[src/rtl/mux_gate_exerciser.sv]
// ---------------------------------------------------------------------------
// mux_gate_exerciser
//
// Purpose:
//   Stimulus-and-check stage for one mux-built 2-input gate (OR/AND/XOR/NAND).
//   A start pulse begins a run. The run steps registered A/B operands through
//   the four input combinations 00, 01, 10, 11, PASSES times. Each vector is
//   held for SETTLE_CYCLES cycles. The gate output Y is then sampled for one
//   cycle and compared against the truth table chosen by func_sel. At the end
//   the block pulses done, reports pass, and keeps a saturating mismatch count.
//
// Parameters:
//   SETTLE_CYCLES  cycles each vector is held before Y is sampled (1..15)
//   PASSES         number of full 4-vector sweeps per run (1..8)
//
// Optional feature:
//   MUX_GATE_FIRST_FAIL_EN  when defined, first_fail_valid / first_fail_vec /
//                           first_fail_y record the first mismatch of a run.
//
// Ports:
//   clk         in   system clock, rising edge
//   rst         in   asynchronous active-high reset
//   start       in   single-cycle run request, honoured only in IDLE
//   func_sel    in   00 OR, 01 AND, 10 XOR, 11 NAND; latched when start is taken
//   a_out       out  operand A to the gate (registered)
//   b_out       out  operand B to the gate (registered)
//   y_in        in   gate output Y, combinational from a_out/b_out
//   busy        out  high from start acceptance until DONE is left
//   done        out  one-cycle pulse at the end of a run
//   pass        out  1 when the finished run saw no mismatch; held until next start
//   err_count   out  mismatches in current/last run, saturates at 15
//   vector_idx  out  current vector, equal to {a_out, b_out}
//   dbg_state   out  FSM state (0 IDLE, 1 DRIVE, 2 SAMPLE, 3 DONE)
//
// Handshake: start is a level sampled at the rising edge; it is acted on only
// when the FSM sits in IDLE, and any start seen in DRIVE/SAMPLE/DONE is dropped.
// ---------------------------------------------------------------------------
module mux_gate_exerciser #(
    parameter int SETTLE_CYCLES = 2,
    parameter int PASSES        = 1
) (
    input  logic       clk,
    input  logic       rst,
    input  logic       start,
    input  logic [1:0] func_sel,
    output logic       a_out,
    output logic       b_out,
    input  logic       y_in,
    output logic       busy,
    output logic       done,
    output logic       pass,
    output logic [3:0] err_count,
    output logic [1:0] vector_idx,
`ifdef MUX_GATE_FIRST_FAIL_EN
    output logic       first_fail_valid,
    output logic [1:0] first_fail_vec,
    output logic       first_fail_y,
`endif
    output logic [1:0] dbg_state
);

    localparam logic [1:0] IDLE   = 2'd0;
    localparam logic [1:0] DRIVE  = 2'd1;
    localparam logic [1:0] SAMPLE = 2'd2;
    localparam logic [1:0] DONE   = 2'd3;

    localparam logic [3:0] SETTLE_LAST = 4'(SETTLE_CYCLES - 1);
    localparam logic [2:0] PASS_LAST   = 3'(PASSES - 1);

    logic [1:0] state;
    logic [1:0] func_q;
    logic [3:0] settle_cnt;
    logic [2:0] pass_cnt;

    logic       expected_y;
    logic       mismatch;
    logic [3:0] err_next;

    assign dbg_state = state;

    // Truth table of the selected function for the operands currently driven.
    always_comb begin
        expected_y = 1'b0;
        case (func_q)
            2'b00:   expected_y = a_out | b_out;
            2'b01:   expected_y = a_out & b_out;
            2'b10:   expected_y = a_out ^ b_out;
            default: expected_y = ~(a_out & b_out);
        endcase
    end

    assign mismatch = (state == SAMPLE) && (y_in != expected_y);

    // Count after this cycle's comparison; also feeds pass so a mismatch on
    // the very last vector is reflected in the same edge that enters DONE.
    always_comb begin
        err_next = err_count;
        if (mismatch && (err_count != 4'hf)) begin
            err_next = err_count + 4'd1;
        end
    end

    always_ff @(posedge clk or posedge rst) begin
        if (rst) begin
            state      <= IDLE;
            func_q     <= 2'b00;
            settle_cnt <= 4'd0;
            pass_cnt   <= 3'd0;
            vector_idx <= 2'b00;
            a_out      <= 1'b0;
            b_out      <= 1'b0;
            err_count  <= 4'd0;
            busy       <= 1'b0;
            done       <= 1'b0;
            pass       <= 1'b0;
`ifdef MUX_GATE_FIRST_FAIL_EN
            first_fail_valid <= 1'b0;
            first_fail_vec   <= 2'b00;
            first_fail_y     <= 1'b0;
`endif
        end else begin
            done <= 1'b0;
            case (state)
                IDLE: begin
                    if (start) begin
                        state      <= DRIVE;
                        func_q     <= func_sel;
                        settle_cnt <= 4'd0;
                        pass_cnt   <= 3'd0;
                        vector_idx <= 2'b00;
                        a_out      <= 1'b0;
                        b_out      <= 1'b0;
                        err_count  <= 4'd0;
                        pass       <= 1'b0;
                        busy       <= 1'b1;
`ifdef MUX_GATE_FIRST_FAIL_EN
                        first_fail_valid <= 1'b0;
                        first_fail_vec   <= 2'b00;
                        first_fail_y     <= 1'b0;
`endif
                    end
                end

                DRIVE: begin
                    if (settle_cnt == SETTLE_LAST) begin
                        settle_cnt <= 4'd0;
                        state      <= SAMPLE;
                    end else begin
                        settle_cnt <= settle_cnt + 4'd1;
                    end
                end

                SAMPLE: begin
                    err_count <= err_next;
`ifdef MUX_GATE_FIRST_FAIL_EN
                    if (mismatch && !first_fail_valid) begin
                        first_fail_valid <= 1'b1;
                        first_fail_vec   <= vector_idx;
                        first_fail_y     <= y_in;
                    end
`endif
                    if (vector_idx != 2'b11) begin
                        vector_idx <= vector_idx + 2'd1;
                        {a_out, b_out} <= vector_idx + 2'd1;
                        state      <= DRIVE;
                    end else if (pass_cnt != PASS_LAST) begin
                        pass_cnt   <= pass_cnt + 3'd1;
                        vector_idx <= 2'b00;
                        a_out      <= 1'b0;
                        b_out      <= 1'b0;
                        state      <= DRIVE;
                    end else begin
                        state <= DONE;
                        done  <= 1'b1;
                        pass  <= (err_next == 4'd0);
                    end
                end

                DONE: begin
                    state <= IDLE;
                    busy  <= 1'b0;
                end

                default: state <= IDLE;
            endcase
        end
    end

endmodule

[config.mk]
export PLATFORM = sky130hd
export DESIGN_NAME = mux_gate_exerciser
export DESIGN_NICKNAME = d
export VERILOG_FILES = /design/src/rtl/mux_gate_exerciser.sv
export SDC_FILE = /design/constraint.sdc
export NUM_CORES = 1
export LEC_CHECK = 0
export ABC_CLOCK_PERIOD_IN_PS = 5200
export CAP_MARGIN = 20
export CORE_ASPECT_RATIO = 0.6
export CORE_UTILIZATION = 30
export DETAILED_ROUTE_END_ITERATION = 12
export PLACE_DENSITY = 0.52
export REMOVE_ABC_BUFFERS = 1
export SYNTH_ARGS = -nofsm -noshare
export SYNTH_HDL_FRONTEND = slang
export SYNTH_SLANG_ARGS = --single-unit
export TNS_END_PERCENT = 10
[constraint.sdc]
create_clock -name clk -period 5.2 [get_ports clk]
set_input_delay 0.78 -clock clk [delete_from_list [all_inputs] [get_ports clk]]
set_output_delay 0.78 -clock clk [all_outputs]
set_load 0.01 [all_outputs]
==> metrics.md <==
| Metric | Value |
|---|---|
| Status | finished clean |
| Hold Vio Cnt, Final | 0 |
| Synth top area share | between 40 and 50% |
| Worst r2r path cells | 7 |
| Max clock buf depth | 2 |
| Final WS setup | between 2000 and 3000 ps |
| Wire per inst | ~13 um |
| Crit end category | flop |
| Stages on the worst setup path | 7 |
| Distinct cells, synth | 38 |
| Drt total wl | 2300 um |
| Largest family of logic cells by synthesized area | simple AND/OR/NAND/NOR gates |
| Cell family with most CP delay | simple AND/OR/NAND/NOR gates |
| Dpl cells | around 170 |
| Dpl hpwl | 1740 um |
| Crit path DAT | ~2600 ps |
| Worst path bufs/invs | 0 |
| Pins over their slew limit | 0 |
| Least-Margin Pin Slew | 779 ps |
| CTS Buf Count | 3 |
| Die area | 3990 um2 |
| Post-Syn Instances | 115 |
| Port Buffers | 18 |
| Synth Area in Compound Gates | between 10% and 20% |
| Overall Power | 0.428 mW |
| CP startpoint kind | flop |
| VDD IR max | 0.0878 mV |
| Post-synthesis mux area share | 4.92% |
| WL met1 | 1240 um |
| Fraction of final layout cells with drive strength greater than 1 | 9.02% |
| Nets | 145 |
| Post-layout util | between 40 and 50% |
| Die Y | about 49 um |
| Met2 wire len | between 900 and 1000 um |
| Initial antenna violation count | 0 |
| Core area | 3400 um2 |
| Worst-path clk slew | about 80 ps |
| Adder-cell area share of the yosys netlist | 5.59% |
| Final RePlAce weighted congestion | 0.771 |
| Critical path peak fanout | 7 |
| N_diodes | 0 |
| Largest net degree at the start of global routing | 21 |
| Synth area leader | dfrtp_1 |
| Synth Area in Simple Gates | 19.3% |
| Met3 Wirelength | between 100 and 150 um |
| Slowest-stage cell, CP | dfrtp_1 |
| Total GRT Usage | about 14% |
| Reg2reg start | vector_idx[0] |
| Finished Layout Cells | 178 |
| Hold_sp | func_q[0] |
| Largest cells by area after synthesis | dfrtp_1 45%, ha_1 5.6%, inv_1 3.4% |
| CTS sink count | 20 |
| Ports | 19 |
| Number of global-route vias before repair | roughly 850 |
| Hold/Removal Path Class | flop to flop |
| Total number of vias | 882 |
| Clk_skew | 5.60 ps |
| Total of cells resized after clock tree synthesis | 0 |
| Final period demand of the worst path | 2420 ps |
| Worst path cell trace | ha_1, nand2b_1, and3_4, or3_4, a21oi_2, mux2_1, o41ai_2 |
| Global route overflow | 0 |
| Top Layer Used | met3 |
| Initial DRT Pass Iterations | 4 |
| Vias per inst | 4.96 |
| Synth Cell Area | roughly 1100 um2 |
| Synthesis-to-finish area growth | 23.9% |
| Pwr dens | 309 nW/um2 |
| Pre-CTS WS | 2590 ps |
| Syn_area_per_cell | 9.74 um2 |
| Antenna-violating nets left | 0 |
| Initial Util | between 30% and 40% |
| Clock Latency Late Sink | 260 ps |
| CTS Root Cell | clkbuf_8 |
| DRC | 0 |
| Post-CTS Hold Buffers | 0 |
| Max cap viols | 0 |
| Pleak | 0.613 nW |
| Post-synthesis sequential area ratio | 44.7% |
| Largest stage delay, worst path | 460 ps |
| CP required | 5360 ps |
| Critical Path Source | vector_idx[0] |
| Synth Register Bits | 20 |
| Final period utilization | a little under half |
| Max Clk Rate | 0.413 GHz |
| CTS tree | done |
| Synth Warn # | 0 |
| # H-tree levels | 1 |
| Hold Path Stages | 1 |
| Starting DRT DRC Count | 73 |
| TNS Setup | 0 ps |
| Unrepaired setup endpoints after global routing | no |
| First-pass GRT wire length | 4000 um |
| Die width | 80.9 um |
| Buffer count from post-CTS setup fixing | 0 |
| XOR/XNOR share of the synthesized area | less than 1% |
| Slew headroom | 48.0% |
| Crit path kind | flop to flop |
| Row count | 16 |
| Final setup violation count | 0 |
[flip-flops by register name, indices dropped and copies added (netlist names)]
signal      cells
vector_idx      2
dbg_state       2
err_count       4
busy            1
settle_cnt      4
pass            1
done            1
func_q          2
pass_cnt        3
[layer usage]
metal	global-route usage (%)	up-vias
met4	3.87	0
li1	-	447
met2	19.5	25
met3	4.49	0
met1	19.3	410
met5	0	-
[area by class of cell]
class                           count  area (um2)
Inverter                           10        37.5
Multi-Input combinational cell     81         558
Timing Repair Buffer               18         180
Clock buffer                        4        55.1
Tap cell                           45        56.3
Sequential cell                    20         500
Fill cell                         341        2020
[path summary, 6_finish.rpt]
path	endpoint	slack [ps]
max reg2reg	pass	2780
max	pass	2780
min reg2reg	func_q[0]	530
min in group asynchronous	done	960
min	func_q[0]	530
max in group asynchronous	settle_cnt[1]	3750
[kinds of logic (layout without fill, tap and decap cells)]
logic type                 Yosys count  count (layout)
DFF                                 20              20
xor gates and xnor gates             1               1
AOI/OAI and AO/OA                   30              30
muxes                                5               5
buffers and inverters               14              32
adders and majority gates            5               5
and+or+nand+nor                     40              40
[through the flow]
| stage | area, um2 | hold WS (ps) |
|---|---|---|
| after floorplan | 1100 | 483 |
| after global placement | 1330 | 505 |
| after detailed placement | 1330 | 511 |
| after CTS | 1390 | 530 |
| after global routing | 1390 | 551 |
| final | 1390 | 528 |
[Yosys cell counts (all sizes together)]
cell type / n
dfrtp: 20
o21ai: 11
inv: 10
nand2: 10
nor2: 8
nand2b: 6
a21oi: 5
ha: 5
nand3: 5
mux2: 4
nor2b: 4
buf: 3
o31ai: 3
a21o: 2
a22o: 2
a31oi: 2
a41o: 1
a41oi: 1
and3: 1
clkbuf: 1
mux2i: 1
nand3b: 1
nand4: 1
nor3: 1
nor4b: 1
o21bai: 1
o22ai: 1
o41ai: 1
or3: 1
or3b: 1
xor2: 1
[placed cells by master (no fill, tap or decap), types with 2 or more instances in the layout]
cell              n
dfrtp_1          20
clkdlybuf4s50_1  18
inv_1            10
nand2_1          10
nor2_1            8
o21ai_0           6
nand2b_1          5
nand3_1           5
ha_1              5
o21ai_1           4
nor2b_1           4
clkbuf_8          4
o31ai_1           3
a21oi_1           3
mux2_1            3
a22o_1            2
a31oi_1           2
a21o_1            2
[worst register-to-register path, cell delays in order (launching register included)]
cell and delay [ps]:
dfrtp_1 460, ha_1 290, nand2b_1 190, and3_4 180, or3_4 350, a21oi_2 200, mux2_1 350, o41ai_2 300
[power by group]
part	leakage, nW	switching, mW	internal, mW	total, mW
combinational	0.340	0.0486	0.0608	0.109
clock	0.0288	0.0512	0.0674	0.119
sequential	0.244	0.0296	0.171	0.200
No activity file was read; power rests on OpenSTA's default activity.
